File: config.mk
export PLATFORM = sky130hd
export DESIGN_NAME = uart_tx_arbiter
export DESIGN_NICKNAME = d
export VERILOG_FILES = /design/src/rtl/uart_pkg.sv /design/src/rtl/rr_pick.sv /design/src/rtl/uart_tx_arbiter.sv
export SDC_FILE = /design/constraint.sdc
export NUM_CORES = 1
export LEC_CHECK = 0
export BUFFER_PORTS_ARGS = -buffer_cell sky130_fd_sc_hd__clkbuf_2
export CAP_MARGIN = 5
export CORE_UTILIZATION = 53
export DETAILED_ROUTE_END_ITERATION = 6
export PLACE_DENSITY = 0.85
export SYNTH_ARGS = -nofsm -noshare
export SYNTH_HDL_FRONTEND = slang
export SYNTH_SLANG_ARGS = --single-unit
File: constraint.sdc
create_clock -name i_clk -period 3.8 [get_ports i_clk]
set_input_delay 0.19 -clock i_clk [delete_from_list [all_inputs] [get_ports i_clk]]
set_output_delay 0.19 -clock i_clk [all_outputs]
set_load 0.005 [all_outputs]
File: src/rtl/uart_pkg.sv
// Shared definitions for the UART transmit arbiter slice.
package uart_pkg;

  localparam int unsigned DATA_W_DEF = 8;

  typedef enum logic [1:0] {
    IDLE,
    ISSUE,
    WAIT_BUSY,
    WAIT_DONE
  } arb_state_t;

  // Ceiling log2 for sizing index and counter fields.
  function automatic int unsigned clog2(input int unsigned v);
    int unsigned r;
    int unsigned p;
    r = 0;
    p = 1;
    while (p < v) begin
      p = p << 1;
      r++;
    end
    return r;
  endfunction

endpackage

File: src/rtl/rr_pick.sv
// Round-robin picker: first asserted request scanning upward from ptr+1, wrapping mod N_REQ.
module rr_pick
  import uart_pkg::*;
#(
  parameter int unsigned N_REQ = 4
) (
  input  logic [N_REQ-1:0]        req,
  input  logic [clog2(N_REQ)-1:0] ptr,
  output logic [clog2(N_REQ)-1:0] winner,
  output logic                    valid
);

  localparam int unsigned PW = clog2(N_REQ);

  int unsigned     idx;
  logic [PW-1:0]   idx_t;

  // Scan N_REQ positions starting after ptr; explicit wrap handles non-power-of-2 N_REQ.
  always_comb begin
    winner = '0;
    valid  = 1'b0;
    idx    = 0;
    idx_t  = '0;
    for (int unsigned i = 1; i <= N_REQ; i++) begin
      idx = 32'(ptr) + i;
      if (idx >= N_REQ) idx = idx - N_REQ;
      idx_t = PW'(idx);
      if (!valid && req[idx_t]) begin
        valid  = 1'b1;
        winner = idx_t;
      end
    end
  end

endmodule

File: src/rtl/uart_tx_arbiter.sv
// Round-robin arbiter sharing one UART transmitter among N_REQ byte sources, with per-source grant lock.
module uart_tx_arbiter
  import uart_pkg::*;
#(
  parameter int unsigned N_REQ        = 4,
  parameter int unsigned DATA_W       = DATA_W_DEF,
  parameter int unsigned BUSY_TIMEOUT = 15
) (
  input  logic                      i_clk,
  input  logic                      i_reset,
  input  logic [N_REQ-1:0]          i_req,
  input  logic [N_REQ-1:0]          i_lock,
  input  logic [N_REQ*DATA_W-1:0]   i_data,
  output logic [N_REQ-1:0]          o_ack,
  output logic                      o_tx_dr,
  output logic [DATA_W-1:0]         o_tx_data,
  input  logic                      i_tx_busy,
  output logic [clog2(N_REQ)-1:0]   o_owner,
  output logic                      o_active,
  output logic                      o_timeout
);

  localparam int unsigned PW = clog2(N_REQ);
  localparam int unsigned CW = clog2(BUSY_TIMEOUT + 1);

  arb_state_t      state, state_n;
  logic [PW-1:0]   pick_idx, win;
  logic            pick_vld, win_vld;
  logic            lock_flag;
  logic [CW-1:0]   cnt;
  logic            go;

  // o_owner doubles as the round-robin pointer: both always hold the last granted index.
  rr_pick #(.N_REQ(N_REQ)) u_pick (
    .req    (i_req),
    .ptr    (o_owner),
    .winner (pick_idx),
    .valid  (pick_vld)
  );

  // Eligibility: a held lock restricts the grant to the current owner.
  always_comb begin
    win     = pick_idx;
    win_vld = pick_vld;
    if (lock_flag) begin
      win     = o_owner;
      win_vld = i_req[o_owner];
    end
  end

  // Next-state logic and single-cycle pulse outputs.
  always_comb begin
    state_n   = state;
    go        = 1'b0;
    o_tx_dr   = 1'b0;
    o_ack     = '0;
    o_timeout = 1'b0;
    unique case (state)
      IDLE: begin
        if (!i_tx_busy && win_vld) begin
          go      = 1'b1;
          state_n = ISSUE;
        end
      end
      ISSUE: begin
        o_tx_dr        = 1'b1;
        o_ack[o_owner] = 1'b1;
        state_n        = WAIT_BUSY;
      end
      WAIT_BUSY: begin
        if (i_tx_busy) begin
          state_n = WAIT_DONE;
        end else if (cnt == CW'(BUSY_TIMEOUT - 1)) begin
          o_timeout = 1'b1;
          state_n   = IDLE;
        end
      end
      WAIT_DONE: begin
        if (!i_tx_busy) state_n = IDLE;
      end
      default: state_n = IDLE;
    endcase
  end

  assign o_active = (state != IDLE);

  // State, captured byte/owner/lock, and busy-wait counter.
  // Capture happens on the IDLE->ISSUE edge so the registered values are
  // already valid while o_tx_dr and o_ack pulse during ISSUE.
  always_ff @(posedge i_clk or negedge i_reset) begin
    if (!i_reset) begin
      state     <= IDLE;
      o_owner   <= '0;
      o_tx_data <= '0;
      lock_flag <= 1'b0;
      cnt       <= '0;
    end else begin
      state <= state_n;
      if (go) begin
        o_owner   <= win;
        o_tx_data <= i_data[win*DATA_W +: DATA_W];
        lock_flag <= i_lock[win];
      end
      if (state == ISSUE) begin
        cnt <= '0;
      end else if (state == WAIT_BUSY && !i_tx_busy && cnt != CW'(BUSY_TIMEOUT)) begin
        cnt <= cnt + CW'(1);
      end
      if (o_timeout) lock_flag <= 1'b0;
    end
  end

endmodule
==> flow_summary.toml, run 1 <==
[detailed_routing]
drc = 0
ant_nets = 0
routed_wl_um = 5403
wl_per_cell_um = 16.32
viasPerCell = 6.417
dr.pass1.iters = 5
first_iter_violations = 274
vias = 2124

[timing]
min_period_over_period_pct = 91.56
setup_ws_ns = 0.3208
hold_viol_final = 0
setup_violations = 0
holdWs_ns = 0.1911
worstMarginPinSlew_ns = 1.168
max_freq_mhz = 287.4
fin_setup_tns_ns = 0
finalCriticalPeriod_ns = 3.479
rsz0062_at_grt = "no"
slew_headroom_pct = 22.14
report.final.slew_viol_count = 0
skew_ns = 0.003729

[layout]
post-route-util_pct = 65.61
drive_gt1_share_pct = 34.28
area_delta_synth_final_pct = 16.09
diodes = 0
nets = 333
multiInputGateArea_mm2 = 0.001570
fill_cells = 337
ff_latch_area_um2 = 425.4

[floorplan]
std_cell_rows = 22
core-area_mm2 = 0.003744
io_pins = 60
start_util_pct = 56.52
fp.dieW_um = 65.18
fp.dieArea_mm2 = 0.004248
die_y_um = 65.18

[synthesis]
ys_seq_area_share_pct = 20.11
syn-mean-instance-area_um2 = 9.081
synth_common_cells = "29 x nand2b_1, 18 x nor2_1, 17 x dfrtp_1, 17 x nand2_1, 16 x o311ai_0"
yosys.cell_types.count = 43
post-synth-top-area-cell = "dfrtp_1"
synth_area_mm2 = 0.002116
synth_fp_nets = 282
syn_inst = 233
synth-edff-count = 0
yosys-top-cells-area = "dfrtp_1 20%, mux4_2 12%, nand2b_1 8.6%, o311ai_0 6.6%, o221ai_1 6.2%"
ys_warn_count = 0
synthArstFlopShare_pct = 100.0
yosysMostFrequentCell = "nand2b_1"
ys_seq_elements = 17
synth_top_cell_area_share_pct = 20.11
synth_ff_type = "dfrtp_1"

[clock_tree]
cts_setup_buffers = 0
htreeDepth = 1
cts.sinks = 17
clk_pin_slew_ns = 0.07
cts_tree = "yes"
ctsLongestPathBuffers = 2
numCtsBuffers = 3
clk_latency_ns = 0.25
root_buffer = "clkbuf_8"

[setup_path]
r2r-start = "o_owner[1]"
worstPathArrival_ns = 3.65
cp_num_buf_inv = 1
crit_path_top_delay_cell = "a21oi_1"
critical_path.max_fanout = 15
end_kind = "flip-flop"
critPathTopFamily = "compound AO/OA/AOI/OAI gates"
critPathMaxStageDelay_ns = 0.95
r2r_cells = 8
r2r-end = "o_tx_data[2]"
crit_path_start_kind = "flip-flop"
crit_type = "reg -> reg"
required_ns = 3.97
crit_chain = "inv_1 -> ha_1 -> mux2_2 -> o32ai_1 -> a21oi_1 -> o221ai_1 -> mux2_2 -> a21oi_1"
reg2reg_slack_ns = 0.32

[min_path]
hold_class = "in -> reg"
min_path_cells = 2
whs_endpoint = "state[0]"
min_from = "i_tx_busy"

[grt]
use_met2_pct = 39.56
first_global_vias = 1795
top_usage_layer = "met1"
grt.overflow.total = 0
grt_pass1_wl_um = 8721
grtUsageMet3_pct = 2.431
antenna_found_initial = 0
met1_usage_pct = 39.84
grt_max_degree = 44
grtUsageTotal_pct = 26.03

[job]
cap_violations = 0

[place]
place_congestion = 0.8462
hpwl_um = 3855
portBuffers = 59
dp_slack_ns = 0.4087

[outcome]
status = "completed"

[power]
power.density_mw_per_mm2 = 858.0
fin_total_pwr_uw = 2107
peakVddDrop_uv = 433.6
leakage_uw = 0.001048
-- metrics by stage --
step	cells	cell area, um2
after floorplan	233	2116
after global placement	326	2400
after detailed placement	326	2400
after CTS	331	2456
after global routing	331	2456
final	331	2456
-- sequential cells by signal, summed over array words and instances (netlist names) --
register	cells
o_tx_data	8
cnt	4
o_owner	2
state	2
lock_flag	1
-- routing by layer --
metal | share of wire, % | up-vias
met5 | 0 | -
met4 | 0.63 | 0
met3 | 7.6 | 7
met2 | 46 | 100
met1 | 46 | 1012
li1 | - | 1005
-- cell usage in the layout, fill, tap and decap left out, types with 2 or more instances in the layout --
| cell | Yosys | routed |
|---|---|---|
| clkbuf_8 | 0 | 3 |
| xor2_1 | 2 | 2 |
| or2b_1 | 4 | 4 |
| nand3_1 | 3 | 3 |
| mux2i_1 | 8 | 8 |
| buf_4 | 1 | 4 |
| nand2_1 | 17 | 17 |
| clkbuf_2 | 0 | 59 |
| or2_2 | 2 | 2 |
| nor2_1 | 18 | 18 |
| nor3_1 | 4 | 4 |
| mux4_2 | 11 | 11 |
| ha_1 | 6 | 6 |
| and2_1 | 4 | 4 |
| nor2b_1 | 2 | 2 |
| a31oi_1 | 6 | 6 |
| inv_1 | 4 | 4 |
| o311ai_0 | 16 | 16 |
| dfrtp_1 | 17 | 17 |
| o221ai_1 | 15 | 15 |
| o21ai_0 | 3 | 3 |
| o211ai_1 | 4 | 4 |
| nand2b_1 | 29 | 29 |
| a21oi_1 | 11 | 11 |
| mux2_2 | 11 | 11 |
-- repair_timing --
item / CTS / global route
endpoints found under the hold margin: 17 / 0
gates resized for setup: 0 / 0
hold buffers: 1 / 0
-- worst register-to-register path, delay by kind of cell, from the launching register on --
kind                       cells  cell delay (ns)
DFF                            1             0.60
adders and majority gates      1             0.51
buffers and inverters          1             0.14
muxes                          2             0.58
AOI/OAI and AO/OA              4             1.56
-- cells by family (layout without fill, tap and decap cells) --
kind of cell    count (synthesis)  count (layout)  share of synthesized area, %
fa+ha+maj                       6               6                         3.548
simple gates                   86              86                         21.47
compound gates                 66              66                         25.02
flops                          17              17                         20.11
xor+xnor                        3               3                         1.242
buf+inv                        23              73                         5.677
mux                            32              32                         22.95
-- how the worst max path moves through the flow --
stage	depth (start not counted)	to	slack, ns	from
6_report	8	o_tx_data[2]	0.32	o_owner[1]
2_1_floorplan	12	o_tx_data[0]	0.67	o_owner[0]
3_3_place_gp	8	o_tx_data[2]	0.59	o_owner[1]
3_5_place_dp	8	o_tx_data[2]	0.41	o_owner[1]
4_1_cts	8	o_tx_data[2]	0.38	o_owner[1]
5_1_grt	8	o_tx_data[2]	0.004	o_owner[1]
-- where the power goes --
part	total, uW	switching [uW]	internal (uW)
logic	1620	877	747
clock network	136	63.4	72.7
registers	347	81.4	265
-- cell type report --
| class | instances | share of cell area [%] |
|---|---|---|
| repair buffers | 64 | 13.65 |
| multi-input cells | 193 | 63.93 |
| clock buffers | 3 | 1.681 |
| flip-flops and latches | 17 | 17.32 |
| inverters | 5 | 0.7641 |
| clock inverters | 1 | 0.2038 |
| well taps | 48 | 2.445 |
Power figures use the tool's default switching activity.
==> inputs of run 2 (changes only) <==
--- a/config.mk
+++ b/config.mk
@@ -7,9 +7,11 @@
 export LEC_CHECK = 0
 export BUFFER_PORTS_ARGS = -buffer_cell sky130_fd_sc_hd__clkbuf_2
 export CAP_MARGIN = 5
-export CORE_UTILIZATION = 53
+export CELL_PAD_IN_SITES_DETAIL_PLACEMENT = 1
+export CELL_PAD_IN_SITES_GLOBAL_PLACEMENT = 1
+export CORE_UTILIZATION = 39
 export DETAILED_ROUTE_END_ITERATION = 6
-export PLACE_DENSITY = 0.85
+export PLACE_DENSITY = 0.84
 export SYNTH_ARGS = -nofsm -noshare
 export SYNTH_HDL_FRONTEND = slang
 export SYNTH_SLANG_ARGS = --single-unit
==> run 2 against run 1 <==
Die area up 35%. Clock skew down 0.0024 ns. Global-route usage down 2.8 points. Via count up 0.33%. Critical endpoint is now o_tx_data[4]. Non-clock buffer count up 1. Worst hold slack better by 0.038 ns.
==> flow_summary.toml, run 2 (synthesized netlist as in run 1, its figures left out) <==
[layout]
ff_latch_area_um2 = 425.4
post-route-cell-area_mm2 = 0.002490
largest-register = "o_tx_data"
drive_gt1_share_pct = 34.15
area_delta_synth_final_pct = 17.68
final_common_cell = "clkbuf_2"
diodes = 0
top_regs = "o_tx_data x8, cnt x4"
multiInputGateArea_mm2 = 0.001570
fill_cells = 627
largest_reg_flops = 8
final-instance-count-excl-fill = 354
final_cell_mix = "59 x clkbuf_2, 29 x nand2b_1, 18 x nor2_1"
nets = 334

[grt]
grt.overflow.total = 0
grt_pass1_wl_um = 10070
first_global_vias = 2064
grtUsageTotal_pct = 23.22
grt_max_degree = 44
antenna_found_initial = 0

[clock_tree]
cts_tree = "yes"
cts_resized = 0
postCtsHoldBufs = 1
root_buffer = "clkbuf_8"
cts_setup_buffers = 0
numCtsBuffers = 3
ctsLongestPathBuffers = 2
clk_pin_slew_ns = 0.06
htreeDepth = 1
clk_latency_ns = 0.25
cts.sinks = 17

[power]
peakVddDrop_uv = 407.8
power.density_mw_per_mm2 = 871.1
fin_total_pwr_uw = 2169
leakage_uw = 0.001050

[setup_path]
worstPathArrival_ns = 3.45
r2r_cells = 8
crit_path_start_kind = "flip-flop"
critPathTopFamily = "multiplexers"
crit_type = "reg -> reg"
crit_path_top_delay_cell = "dfrtp_1"
cp_num_buf_inv = 1
r2r-start = "o_owner[1]"
required_ns = 3.98
crit_chain = "inv_1 -> ha_1 -> mux4_2 -> o21ai_0 -> a32oi_2 -> mux2i_4 -> mux2_2 -> a21oi_1"
critPathMaxStageDelay_ns = 0.60
critical_path.max_fanout = 18
r2r-end = "o_tx_data[4]"
reg2reg_slack_ns = 0.53
end_kind = "flip-flop"

[detailed_routing]
viasPerCell = 6.020
first_iter_violations = 176
drc = 0
vias = 2131
routed_wl_um = 6276
ant_nets = 0
dr.pass1.iters = 4
wl_per_cell_um = 17.73

[min_path]
whs_endpoint = "state[0]"
hold_class = "in -> reg"
min_path_cells = 2
min_from = "i_tx_busy"

[timing]
max_freq_mhz = 306.0
min_period_over_period_pct = 86.01
slew_headroom_pct = 52.46
skew_ns = 0.001310
finalCriticalPeriod_ns = 3.268
report.final.slew_viol_count = 0
setup_violations = 0
rsz0062_at_grt = "no"
worstMarginPinSlew_ns = 0.6932
hold_viol_final = 0
fin_setup_tns_ns = 0

[place]
dpl_cell_area_mm2 = 0.002435
hpwl_um = 4832
place_congestion = 0.7845
dp.cells = 349
portBuffers = 59

[outcome]
status = "completed"

[floorplan]
start_util_pct = 40.90
core-area_mm2 = 0.005172
die_y_um = 75.66
fp.dieW_um = 75.66
std_cell_rows = 26
io_pins = 60
fp.dieArea_mm2 = 0.005724

[job]
cap_violations = 0
[run 2: changes by cell type in the layout (fill, tap and decap cells not counted)]
cell,before,now
buf_4,4,5
clkbuf_1,0,1
clkinv_2,1,0
[run 2: area by class of cell]
type                    count  area share [%]
repair buffers             65           13.77
flip-flops and latches     17           17.09
well taps                  70           3.518
clock buffers               4           1.809
inverters                   5          0.7538
multi-input cells         193           63.07
[run 2: metal layers]
metal / wire [um] / track usage, %
met5: 0 / 0
met4: 76 / 6.996
met3: 301 / 2.381
met2: 3069 / 36.81
met1: 2829 / 33.55
[run 2: worst max path at each step]
stage	start	to	slack (ns)	cells past startpoint
after floorplan	o_owner[0]	o_tx_data[0]	0.67	12
after global placement	o_owner[1]	o_tx_data[3]	0.67	8
after detailed placement	o_owner[1]	o_tx_data[4]	0.54	8
after CTS	o_owner[1]	o_tx_data[4]	0.53	8
after global routing	o_owner[1]	o_tx_data[7]	0.30	8
final	o_owner[1]	o_tx_data[4]	0.53	8
[run 2: where the power goes]
part           internal [uW]  leakage [uW]  switching (uW)
logic                    757      0.000825             929
registers                265      0.000202            82.5
clock network           74.5     0.0000228            60.9
total                   1100       0.00105            1070
[run 2: per-stage QoR]
step                utilization, %  setup slack (ns)  hold slack, ns
global placement             47.07            0.6681          0.1441
global route                 48.14            0.2998          0.2517
finish                       48.14            0.5317          0.2295
floorplan                        -            0.6674         -0.1056
CTS                          48.14            0.5337          0.2317
detailed placement           47.07            0.5376          0.1461
==> inputs of run 3 (changes only) <==
--- a/config.mk
+++ b/config.mk
@@ -9,9 +9,10 @@
 export CAP_MARGIN = 5
 export CELL_PAD_IN_SITES_DETAIL_PLACEMENT = 1
 export CELL_PAD_IN_SITES_GLOBAL_PLACEMENT = 1
-export CORE_UTILIZATION = 39
+export CORE_UTILIZATION = 34
 export DETAILED_ROUTE_END_ITERATION = 6
 export PLACE_DENSITY = 0.84
 export SYNTH_ARGS = -nofsm -noshare
 export SYNTH_HDL_FRONTEND = slang
+export SYNTH_HIERARCHICAL = 1
 export SYNTH_SLANG_ARGS = --single-unit
==> run 3 against run 2 <==
Register-to-register slack improved by 0.77 ns. Critical path type unchanged. Clock skew up 0.0053 ns. Global-route usage decreased by 4.4 points. First-iteration DRC count decreased by 79%. Clock power fell by 29%. Via count down 52%. Sequential share of layout area up 11 points. Combinational power fell by 66%. Die area decreased by 36%. Setup slack better by 0.77 ns.
==> flow_summary.toml, run 3 <==
[outcome]
status = "completed"

[detailed_routing]
dr.pass1.iters = 4
first_iter_violations = 37
routed_wl_um = 2966
drc = 0
wl_per_cell_um = 14.76
viasPerCell = 5.129
ant_nets = 0
vias = 1031

[layout]
final_common_cell = "clkbuf_2"
final_cell_mix = "59 x clkbuf_2, 17 x dfrtp_1, 10 x mux4_2"
drive_gt1_share_pct = 56.05
largest-register = "o_tx_data"
area_delta_synth_final_pct = 32.01
fill_cells = 387
diodes = 0
top_regs = "o_tx_data x8, cnt x4"
largest_reg_flops = 8
nets = 203

[job]
cap_violations = 0

[setup_path]
r2r_cells = 6
crit_type = "reg -> reg"
cp.depth = 6
critical_path.max_fanout = 13
required_ns = 3.98
worstPathArrival_ns = 2.68
reg2reg_slack_ns = 1.30
critPathLaunch = "o_owner[1]"
critPathMaxStageDelay_ns = 0.57
end_kind = "flip-flop"
crit_path_start_kind = "flip-flop"
critPathTopFamily = "multiplexers"
r2r-start = "o_owner[1]"
crit_chain = "nand2b_1 -> a21oi_2 -> o221ai_2 -> mux2i_4 -> mux4_2 -> mux2_2"
crit_path_top_delay_cell = "mux4_2"
cp_num_buf_inv = 0

[power]
switching_share_pct = 37.68
seqPwrFrac_pct = 34.8
leakage_uw = 0.0007668
cellInternalPower_uw = 646.9
peakVddDrop_uv = 269.3
power.density_mw_per_mm2 = 675.0
switchingPower_uw = 391.0
clkPwrFrac_pct = 9.3
power_frac_comb_pct = 56.0

[floorplan]
core-area_mm2 = 0.003153
fp.dieArea_mm2 = 0.003664
start_util_pct = 36.94
std_cell_rows = 20
die_y_um = 60.53
io_pins = 60
fp.dieW_um = 60.53

[min_path]
hold_class = "in -> reg"
min_from = "i_tx_busy"
min_path_cells = 2

[synthesis]
yosys.area_share.simple_pct = 13.10
yosysMostFrequentCell = "dfrtp_1"
ys_seq_elements = 17
synthArstFlopShare_pct = 100.0
yosys-top-cells-area = "dfrtp_1 37%, mux4_2 19%, mux2_4 9.0%, mux2i_1 3.4%, nor2_1 2.3%"
synth-edff-count = 0
post-synth-top-area-cell = "dfrtp_1"
synth_fp_nets = 139
synth-xor-area-share_pct = 1.504
synth_common_cells = "17 x dfrtp_1, 10 x mux4_2, 7 x mux2_4, 7 x nor2_1"
ys_warn_count = 6
ys_seq_area_share_pct = 36.52
synthMuxAreaShare_pct = 35.88
synth_ff_type = "dfrtp_1"
synth_compound_area_share_pct = 7.304
yosys.area_share.adder_pct = 2.148
synth_top_family_by_area = "multiplexers"
synth_area_mm2 = 0.001165
synth_top_cell_area_share_pct = 36.52
syn-mean-instance-area_um2 = 12.39
yosys.cell_types.count = 30
syn_inst = 94

[place]
place_congestion = 0.7571
hpwl_um = 2463
portBuffers = 59
dp_slack_ns = 1.285

[timing]
hold_viol_final = 0
setup_ws_ns = 1.297
max_freq_mhz = 399.6
fin_setup_tns_ns = 0
finalCriticalPeriod_ns = 2.503
min_period_over_period_pct = 65.86
worstMarginPinSlew_ns = 0.7165
report.final.slew_viol_count = 0
rsz0062_at_grt = "no"
slew_headroom_pct = 51.29
skew_ns = 0.006610
setup_violations = 0

[grt]
grt_pass1_wl_um = 4836
first_global_vias = 1052
grtUsageTotal_pct = 18.84
grt.overflow.total = 0
grt_max_degree = 18
antenna_found_initial = 0

[clock_tree]
numCtsBuffers = 3
cts_tree = "yes"
root_buffer = "clkbuf_4"
clk_latency_ns = 0.29
htreeDepth = 1
cts.sinks = 17
clk_pin_slew_ns = 0.10
ctsLongestPathBuffers = 2
cts_setup_buffers = 0
==> run 3: kinds of logic after synthesis <==
logic type | count (synthesis)
mux | 24
flops | 17
xor+xnor | 2
compound gates | 12
simple gates | 30
buf+inv | 7
fa+ha+maj | 2
==> run 3: path summary, 6_finish.rpt <==
check                                     to
worst max register to register  o_tx_data[3]
max in group asynchronous       o_tx_data[4]
worst min-delay path                state[0]
worst min register to register  o_tx_data[6]
worst max-delay path            o_tx_data[3]
min in group asynchronous          lock_flag
==> run 3: repair_timing <==
action / CTS / global route
endpoints found under the hold margin: 17 / 0
hold buffers: 1 / 0
gates resized for setup: 0 / 0
==> run 3: final cells by class <==
cell class / count / area, um2 / area share, %
clock inverters: 1 / 5.005 / 0.3255
flip-flops and latches: 17 / 425.4 / 27.66
well taps: 44 / 55.05 / 3.580
inverters: 5 / 18.77 / 1.221
multi-input cells: 70 / 698.2 / 45.40
repair buffers: 61 / 312.8 / 20.34
clock buffers: 3 / 22.52 / 1.465
==> run 3: routing by layer <==
metal / global-route usage [%] / share of wire (%)
met3: 5.330 / 7.0
met4: 4.870 / 0.54
met5: 0 / 0
met2: 33.28 / 52
met1: 22.59 / 41
==> run 3: power by group through the flow <==
stage / Sequential [uW] / Combinational [uW] / Clock, uW
floorplan: 338 / 443 / 0
global placement: 357 / 560 / 0
detailed placement: 363 / 599 / 0
CTS: 363 / 597 / 102
global route: 377 / 642 / 111
finish: 361 / 581 / 96.2
==> run 3: stage by stage <==
| step | area [um2] | hold WS [ns] | total power [uW] | cells | utilization, % |
|---|---|---|---|---|---|
| global route | 1538 | 0.1476 | 1130 | 201 | 48.77 |
| detailed placement | 1500 | 0.1488 | 961.4 | 196 | 47.58 |
| CTS | 1538 | 0.1406 | 1063 | 201 | 48.77 |
| finish | 1538 | 0.1574 | 1038 | 201 | 48.77 |
| floorplan | 1165 | -0.1056 | 781.3 | 94 | - |
| global placement | 1500 | 0.1389 | 916.2 | 196 | 47.58 |
